===== src/rtl/da2_dac_rx.sv =====
// da2_dac_rx: oversampling receiver for the Pmod DA2 serial frames (two DAC121S101).
// Optional build macro DA2_RX_STRICT_EN: reject frames whose don't-care bits 15:14 are nonzero.
module da2_dac_rx #(
  parameter int unsigned DUAL_MODE   = 1,
  parameter int unsigned SYNC_STAGES = 2
) (
  input  logic        s_axi_aclk,
  input  logic        s_axi_aresetn,
  input  logic        SCK,
  input  logic        CS,
  input  logic        DA,
  input  logic        DB,
  output logic [11:0] data_a,
  output logic [11:0] data_b,
  output logic [1:0]  mode_a,
  output logic [1:0]  mode_b,
  output logic [11:0] vout_a,
  output logic [11:0] vout_b,
  output logic        update,
  output logic        frame_err,
  output logic [15:0] frame_cnt
);

  typedef enum logic [1:0] {IDLE, SHIFT, DONE} state_t;

  // Bits 15:14 only matter when strict checking is built in; otherwise they
  // simply fall off the end of a 14-bit shifter with identical behaviour.
`ifdef DA2_RX_STRICT_EN
  localparam int unsigned SHIFT_W = 16;
`else
  localparam int unsigned SHIFT_W = 14;
`endif

  localparam logic [2:0] PRIME_CYC = 3'(SYNC_STAGES);

  state_t state, state_next;

  logic [SYNC_STAGES-1:0] sck_sync, cs_sync, da_sync, db_sync;
  logic sck_s, cs_s, da_s, db_s;
  logic sck_prev, cs_prev;
  logic sck_fall, cs_fall, cs_rise;
  logic [2:0] prime_cnt;
  logic armed;

  logic [SHIFT_W-1:0] shift_a, shift_b;
  logic [4:0] bit_cnt;
  logic do_shift, do_accept, do_abort, clr_cnt;
  logic reject;

  assign sck_s = sck_sync[SYNC_STAGES-1];
  assign cs_s  = cs_sync[SYNC_STAGES-1];
  assign da_s  = da_sync[SYNC_STAGES-1];
  assign db_s  = db_sync[SYNC_STAGES-1];

  assign sck_fall = sck_prev & ~sck_s;
  assign cs_fall  = armed & cs_prev & ~cs_s;
  assign cs_rise  = ~cs_prev & cs_s;

`ifdef DA2_RX_STRICT_EN
  assign reject = (shift_a[15:14] != 2'b00) || (shift_b[15:14] != 2'b00);
`else
  assign reject = 1'b0;
`endif

  // Input synchronizers; reset to the idle line levels.
  always_ff @(posedge s_axi_aclk or negedge s_axi_aresetn) begin
    if (!s_axi_aresetn) begin
      sck_sync <= '1;
      cs_sync  <= '1;
      da_sync  <= '0;
      db_sync  <= '0;
      sck_prev <= 1'b1;
      cs_prev  <= 1'b1;
    end else begin
      sck_sync <= {sck_sync[SYNC_STAGES-2:0], SCK};
      cs_sync  <= {cs_sync[SYNC_STAGES-2:0], CS};
      da_sync  <= {da_sync[SYNC_STAGES-2:0], DA};
      db_sync  <= {db_sync[SYNC_STAGES-2:0], DB};
      sck_prev <= sck_s;
      cs_prev  <= cs_s;
    end
  end

  // Arm frame detection only once the synchronizers hold real line values and
  // CS has been seen high, so a frame already running at reset release is skipped.
  always_ff @(posedge s_axi_aclk or negedge s_axi_aresetn) begin
    if (!s_axi_aresetn) begin
      prime_cnt <= '0;
      armed     <= 1'b0;
    end else if (prime_cnt != PRIME_CYC) begin
      prime_cnt <= prime_cnt + 3'd1;
    end else if (cs_s) begin
      armed <= 1'b1;
    end
  end

  // State register.
  always_ff @(posedge s_axi_aclk or negedge s_axi_aresetn) begin
    if (!s_axi_aresetn) state <= IDLE;
    else                state <= state_next;
  end

  // Next-state and datapath strobes. A CS rise coinciding with the 16th SCK
  // fall is not an abort: the fall completes the frame first.
  always_comb begin
    state_next = state;
    do_shift   = 1'b0;
    do_accept  = 1'b0;
    do_abort   = 1'b0;
    clr_cnt    = 1'b0;
    case (state)
      IDLE: begin
        if (cs_fall) begin
          state_next = SHIFT;
          clr_cnt    = 1'b1;
        end
      end
      SHIFT: begin
        if (bit_cnt == 5'd16) begin
          do_accept  = 1'b1;
          state_next = DONE;
        end else begin
          do_shift = sck_fall;
          if (cs_rise && !(sck_fall && bit_cnt == 5'd15)) begin
            do_abort   = 1'b1;
            state_next = IDLE;
          end
        end
      end
      DONE: begin
        if (cs_s) state_next = IDLE;
      end
      default: state_next = IDLE;
    endcase
  end

  // Shift registers, bit counter, latched outputs and status pulses.
  always_ff @(posedge s_axi_aclk or negedge s_axi_aresetn) begin
    if (!s_axi_aresetn) begin
      shift_a   <= '0;
      shift_b   <= '0;
      bit_cnt   <= '0;
      data_a    <= '0;
      data_b    <= '0;
      mode_a    <= '0;
      mode_b    <= '0;
      update    <= 1'b0;
      frame_err <= 1'b0;
      frame_cnt <= '0;
    end else begin
      update    <= 1'b0;
      frame_err <= 1'b0;
      if (clr_cnt) bit_cnt <= '0;
      if (do_shift) begin
        shift_a <= {shift_a[SHIFT_W-2:0], da_s};
        if (DUAL_MODE != 0) shift_b <= {shift_b[SHIFT_W-2:0], db_s};
        if (bit_cnt != 5'd16) bit_cnt <= bit_cnt + 5'd1;
      end
      if (do_accept) begin
        if (reject) begin
          frame_err <= 1'b1;
        end else begin
          {mode_a, data_a} <= shift_a[13:0];
          if (DUAL_MODE != 0) {mode_b, data_b} <= shift_b[13:0];
          update    <= 1'b1;
          frame_cnt <= frame_cnt + 16'd1;
        end
      end
      if (do_abort) frame_err <= 1'b1;
    end
  end

  // Effective DAC outputs: any power-down mode drives zero.
  always_comb begin
    vout_a = (mode_a == 2'b00) ? data_a : '0;
    vout_b = (mode_b == 2'b00) ? data_b : '0;
  end

endmodule


===== config.mk =====
export PLATFORM = sky130hd
export DESIGN_NAME = da2_dac_rx
export DESIGN_NICKNAME = d
export VERILOG_FILES = /design/src/rtl/da2_dac_rx.sv
export SDC_FILE = /design/constraint.sdc
export NUM_CORES = 1
export LEC_CHECK = 0
export ABC_AREA = 1
export CAP_MARGIN = 20
export CORE_UTILIZATION = 50
export CTS_CLUSTER_DIAMETER = 40
export DETAILED_ROUTE_END_ITERATION = 10
export PLACE_DENSITY = 0.86
export SLEW_MARGIN = 20
export SYNTH_ARGS = -nofsm -noshare
export SYNTH_HDL_FRONTEND = slang
export SYNTH_SLANG_ARGS = --single-unit

===== constraint.sdc =====
create_clock -name s_axi_aclk -period 1.64 [get_ports s_axi_aclk]
set_input_delay 0.246 -clock s_axi_aclk [delete_from_list [all_inputs] [get_ports s_axi_aclk]]
set_output_delay 0.246 -clock s_axi_aclk [all_outputs]
set_load 0.02 [all_outputs]

Word-level counts from Yosys, hierarchy flattened
Index checks and enable logic that the tools add are counted.

cells by class
  reductions and logical operators = 8
  equal/unequal tests = 9
  multiplexer cells = 21
  bitwise gates (word level) = 8
  add/sub/neg operators = 3

operator list
  cell                   number
  $mux 12                2
  $add 16x1->16 const B  1
  $mux 5                 3
  $mux 1                 11
  $mux 2                 4
  $logic_not 2->1        3
  $pmux 2 s3             1
  $add 5x1->5 const B    1
  $eq 5x4->1 const B     1
  $eq 5x5->1 const B     1
  $ne 5x5->1 const B     1
  $and 1x1->1            4
  $ne 2x2->1 const B     2
  $not 1->1              4
  $add 3x1->3 const B    1
  $ne 3x2->1 const B     1
  $ne 3x3->1 const B     1
  $reduce_and 3->1       1
  $eq 2x1->1 const B     1
  $eq 2x2->1 const B     1
  $logic_and 1x1->1      2
  $reduce_and 2->1       1
  $logic_not 1->1        1

word-level totals
  output and inout port bits = 70
  word-level logic and storage cells = 68
  input bits = 6
  register bits = 95

Longest topological paths before layout
  depth after elaboration = 9
  gate-level depth with buffers = 12
  depth with buffers taken out = 11

Worst setup path after synthesis
No wires, ideal clock.

  path kind = register -> register
  from = register frame_cnt[0]
  to = register frame_cnt[10]
  data required time = 1.523 ns
  arrival = 1.458 ns
  period minus slack after synthesis = 1.576 ns
  cell stages (with the launch flop) = 9
  library setup time = 0.117 ns
  path slack = 0.064 ns
  path buffers = 0
  cells stage by stage = dfrtp_1 > ha_1 > nand3_1 > nor2_1 > nand2_4 > nor2_8 > nand2_1 > nand2_1 > nand2_1

on the way
  cells in the longest elaborated chain, start to end = 1

ends and longest elaborated chain
  element                 RTL line  text
  start, declared         21        output logic [15:0] frame_cnt
  start signal, assigned  166       frame_cnt <= frame_cnt + 16'd1;
  $add 16x1->16           166

Every way passes these cells.
A chain may end at the register's enable or synchronous reset.

Final worst setup path
  from = register data_b[9]
  to = output port data_b[9]

RTL lines
  element                 RTL line  text
  start, declared         14        output logic [11:0] data_b,
  start signal, assigned  164       if (DUAL_MODE != 0) {mode_b, data_b} <= shift_b[13:0];

No word-level cell between the ends.

==> impl_metrics.xml <==
<?xml version="1.0" encoding="UTF-8"?>
<metrics>
  <group name="outcome">
    <metric name="outcome" unit="">complete, no violations</metric>
  </group>
  <group name="detailed_routing">
    <metric name="firstDrtPassIters" unit="">4</metric>
    <metric name="route.met3.wl" unit="um">277</metric>
    <metric name="detail_route.wirelength.met1" unit="mm">3.73</metric>
    <metric name="vias" unit="">3251</metric>
    <metric name="number_of_drc_markers_after_the_initial_detailed_route_iteration" unit="">117</metric>
    <metric name="detail-route-antenna-nets" unit="">0</metric>
    <metric name="topRoutingLayerUsed" unit="">met4</metric>
    <metric name="vias_per_cell" unit="">4.98</metric>
    <metric name="detail_route.drc_violations" unit="">0</metric>
    <metric name="wl_met2" unit="mm">4.62</metric>
    <metric name="post_drt_wl_per_cell" unit="um">13.4</metric>
    <metric name="wirelength" unit="mm">8.78</metric>
  </group>
  <group name="hold_path">
    <metric name="hold_path.class" unit="">in -&gt; reg</metric>
    <metric name="min_to" unit="">cs_sync[0]$_DFF_PN1_</metric>
    <metric name="hold_path.startpoint" unit="">CS</metric>
    <metric name="hold_crit_depth" unit="">1</metric>
  </group>
  <group name="logic_synthesis">
    <metric name="most_numerous_cell_types_in_the_synthesized_netlist" unit="">nand2_1 (104), dfrtp_1 (89), inv_1 (63)</metric>
    <metric name="postSynthRegisterBits" unit="">95</metric>
    <metric name="total_standard_cell_area_after_synthesis" unit="sq um">4080</metric>
    <metric name="post-synth-top-count-cell" unit="">nand2_1</metric>
    <metric name="synthTopCellsByArea" unit="">dfrtp_1 (55%), nand2_1 (9.6%), inv_1 (5.8%), nor2_1 (5.6%), o21ai_0 (5.0%)</metric>
    <metric name="edff_count_synth" unit="">0</metric>
    <metric name="sequential_area_share_after_synthesis" unit="">0.585</metric>
    <metric name="synth_largest_type_area_fraction" unit="">0.546</metric>
    <metric name="ys.flop_type" unit="">dfrtp_1</metric>
    <metric name="post-synth-top-area-cell" unit="">dfrtp_1</metric>
    <metric name="synth_fp_nets" unit="">462</metric>
    <metric name="ys.warnings.count" unit="">0</metric>
    <metric name="synth_cell_types" unit="">32</metric>
    <metric name="async_reset_ff_frac" unit="">1.00</metric>
    <metric name="syn_area_per_cell" unit="sq um">9.06</metric>
    <metric name="synth_cells" unit="">450</metric>
  </group>
  <group name="global_routing">
    <metric name="globalRouteTotalUtil" unit="">0.215</metric>
    <metric name="global_route_wire_length_before_repair" unit="mm">14.3</metric>
    <metric name="first_global_vias" unit="">3049</metric>
    <metric name="antenna_found_initial" unit="">0</metric>
    <metric name="largest_net_degree_at_the_start_of_global_routing" unit="">39</metric>
    <metric name="grt_overflow_total" unit="">0</metric>
  </group>
  <group name="power_and_ir_drop">
    <metric name="power" unit="mW">5.43</metric>
    <metric name="power_per_standard_cell_area" unit="nW/um^2">1010</metric>
    <metric name="max-vdd-ir-drop" unit="uV">646</metric>
    <metric name="leakage" unit="nW">2.68</metric>
  </group>
  <group name="worst_setup_path">
    <metric name="worst-path-max-fanout" unit="">2</metric>
    <metric name="max_stage_delay" unit="ps">630</metric>
    <metric name="timing.critical_path.arrival" unit="ps">1360</metric>
    <metric name="worstReg2RegEnd" unit="">frame_cnt[10]$_DFFE_PN0P_</metric>
    <metric name="timing.reg2reg.setup_slack" unit="ps">40</metric>
    <metric name="critical_path.top_delay_family" unit="">buffers and inverters</metric>
    <metric name="setup.worst_path.end_class" unit="">primary output</metric>
    <metric name="category_of_the_critical_setup_timing_path" unit="">reg -&gt; out</metric>
    <metric name="path_cells" unit="">clkdlybuf4s50_1</metric>
    <metric name="critical-path-slowest-cell" unit="">clkdlybuf4s50_1</metric>
    <metric name="worstRegToRegCells" unit="">8</metric>
    <metric name="critical_path.n_buffers_inverters" unit="">1</metric>
    <metric name="worstSetupStartpointType" unit="">register</metric>
    <metric name="worst-endpoint-required" unit="ps">1390</metric>
    <metric name="r2r_start" unit="">frame_cnt[0]$_DFFE_PN0P_</metric>
  </group>
  <group name="placement">
    <metric name="post_dp_cell_area" unit="sq um">5000</metric>
    <metric name="place.detailed.hpwl" unit="mm">5.66</metric>
    <metric name="numPortBuffers" unit="">75</metric>
    <metric name="place.gp.congestion" unit="">0.819</metric>
    <metric name="post-place-cells" unit="">625</metric>
  </group>
  <group name="clock_tree">
    <metric name="cts_root_buffer" unit="">clkbuf_8</metric>
    <metric name="clock_insertion_delay_worst_skew" unit="ps">360</metric>
    <metric name="clkTransAtPathRegs" unit="ps">100</metric>
    <metric name="tritoncts.num_buffers" unit="">9</metric>
    <metric name="cts_tree" unit="">built</metric>
    <metric name="clock-sinks" unit="">95</metric>
    <metric name="htreeDepth" unit="">3</metric>
    <metric name="cts-root-to-sink-buffers" unit="">2</metric>
  </group>
  <group name="sta">
    <metric name="max-slew-margin-rel" unit="">0.682</metric>
    <metric name="finalSetupViolations" unit="">0</metric>
    <metric name="max_freq" unit="GHz">0.624</metric>
    <metric name="timing_max_transition_violations_final" unit="">0</metric>
    <metric name="worst-slew-pin-transition" unit="ps">475</metric>
    <metric name="post-route-period-util" unit="">0.977</metric>
    <metric name="fin_crit" unit="ps">1600</metric>
    <metric name="clock-skew-final" unit="ps">13.7</metric>
    <metric name="final-hold-violation-count" unit="">0</metric>
    <metric name="unrepaired_setup_endpoints_after_global_routing" unit="">yes</metric>
  </group>
  <group name="layout">
    <metric name="multi_input_area" unit="sq um">1420</metric>
    <metric name="postLayoutCoreUtil" unit="">0.690</metric>
    <metric name="fin_nets" unit="">559</metric>
    <metric name="drive_above_1_share" unit="">0.194</metric>
    <metric name="num-fill-cells" unit="">584</metric>
    <metric name="register_area" unit="sq um">2380</metric>
    <metric name="post-route-cell-area" unit="sq um">5390</metric>
    <metric name="antenna_cells" unit="">0</metric>
    <metric name="syn2layout_area_growth" unit="%">32.1</metric>
    <metric name="stdcell_count" unit="">653</metric>
  </group>
  <group name="floorplan">
    <metric name="dieWidth" unit="um">92.3</metric>
    <metric name="die_outline_area" unit="sq um">8520</metric>
    <metric name="start_util" unit="">0.522</metric>
    <metric name="floorplan.core_area" unit="sq um">7810</metric>
    <metric name="std_cell_rows" unit="">32</metric>
    <metric name="die_h" unit="um">92.3</metric>
    <metric name="top_level_ports" unit="">76</metric>
  </group>
  <group name="run">
    <metric name="drv.max_cap_violation_count" unit="">0</metric>
  </group>
</metrics>
[final cells by class]
class,instances,area share
Sequential cell,95,0.442
Multi-Input combinational cell,276,0.263
Timing Repair Buffer,100,0.180
Inverter,64,0.0453
Tap cell,102,0.0237
Clock buffer,9,0.0230
Clock inverter,6,0.0216
Timing Repair inverter,1,0.00139
[logic make-up (layout without fill, tap and decap cells)]
logic type | after synthesis | in the layout | share of synthesized area
buffers and inverters | 81 | 180 | 0.0896
AOI/OAI and AO/OA | 66 | 66 | 0.0847
and+or+nand+nor | 192 | 194 | 0.198
xor gates and xnor gates | 10 | 10 | 0.0252
adders and majority gates | 6 | 6 | 0.0184
DFF | 95 | 95 | 0.585
[metal layers]
metal	GRT usage	vias to the layer above
met4	0.0833	0
met1	0.277	1575
met5	0	-
li1	-	1582
met2	0.367	81
met3	0.0304	13
[worst max path at each step]
stage | start | end | slack [ps] | cells past startpoint
detailed placement | mode_a[1]$_DFFE_PN0P_ | vout_a[9] | -150 | 3
finish | data_b[9]$_DFFE_PN0P_ | data_b[9] | 40 | 1
global placement | mode_a[1]$_DFFE_PN0P_ | vout_a[8] | -110 | 3
floorplan | frame_cnt[0]$_DFFE_PN0P_ | frame_cnt[10]$_DFFE_PN0P_ | 60 | 8
global route | bit_cnt[1]$_DFF_PN0_ | frame_cnt[11]$_DFFE_PN0P_ | -70 | 11
CTS | bit_cnt[1]$_DFF_PN0_ | frame_cnt[11]$_DFFE_PN0P_ | -7 | 11
[per-stage QoR]
| step | setup WS, ps | hold slack [ps] | TNS [ps] |
|---|---|---|---|
| CTS | -7.16 | 281 | -11.8 |
| global placement | -113 | 215 | -2200 |
| global route | -67.2 | 293 | -611 |
| floorplan | 64.5 | -49.6 | 0 |
| detailed placement | -152 | 220 | -2950 |
| finish | 37.8 | 300 | 0 |
[where the power goes]
part           total, mW  leakage [nW]  switching (mW)  internal, mW
Clock               1.83         0.120           0.811          1.02
Sequential          2.96          1.22           0.242          2.71
Combinational      0.645          1.34           0.390         0.254
[state kept, by name (all words and copies together), names as in the netlist, 2 cells and up]
signal     cells
frame_cnt     16
shift_a       14
shift_b       14
data_a        12
data_b        12
bit_cnt        5
prime_cnt      3
cs_sync        2
da_sync        2
db_sync        2
mode_a         2
mode_b         2
sck_sync       2
state          2
[timing repair]
action | in CTS | in global routing
buffers inserted | 1 | 7
hold buffers | 1 | 0
pin swaps | 1 | 8
endpoints found under the hold margin | 30 | 0
resized for setup | 121 | 56
gates cloned | 2 | 2
setup endpoints to repair | 50 | 66
[cells in the final DEF, fill, tap and decap left out, drive strengths merged, types with 10 or more instances in the layout]
master,netlist,layout
inv,64,65
nand2,106,106
nand3,11,11
a21oi,14,14
o21ai,48,48
clkbuf,3,10
nor2,65,65
clkdlybuf4s50,0,29
dlygate4sd2,0,19
dfrtp,89,89
buf,14,48
Power figures use the tool's default switching activity.
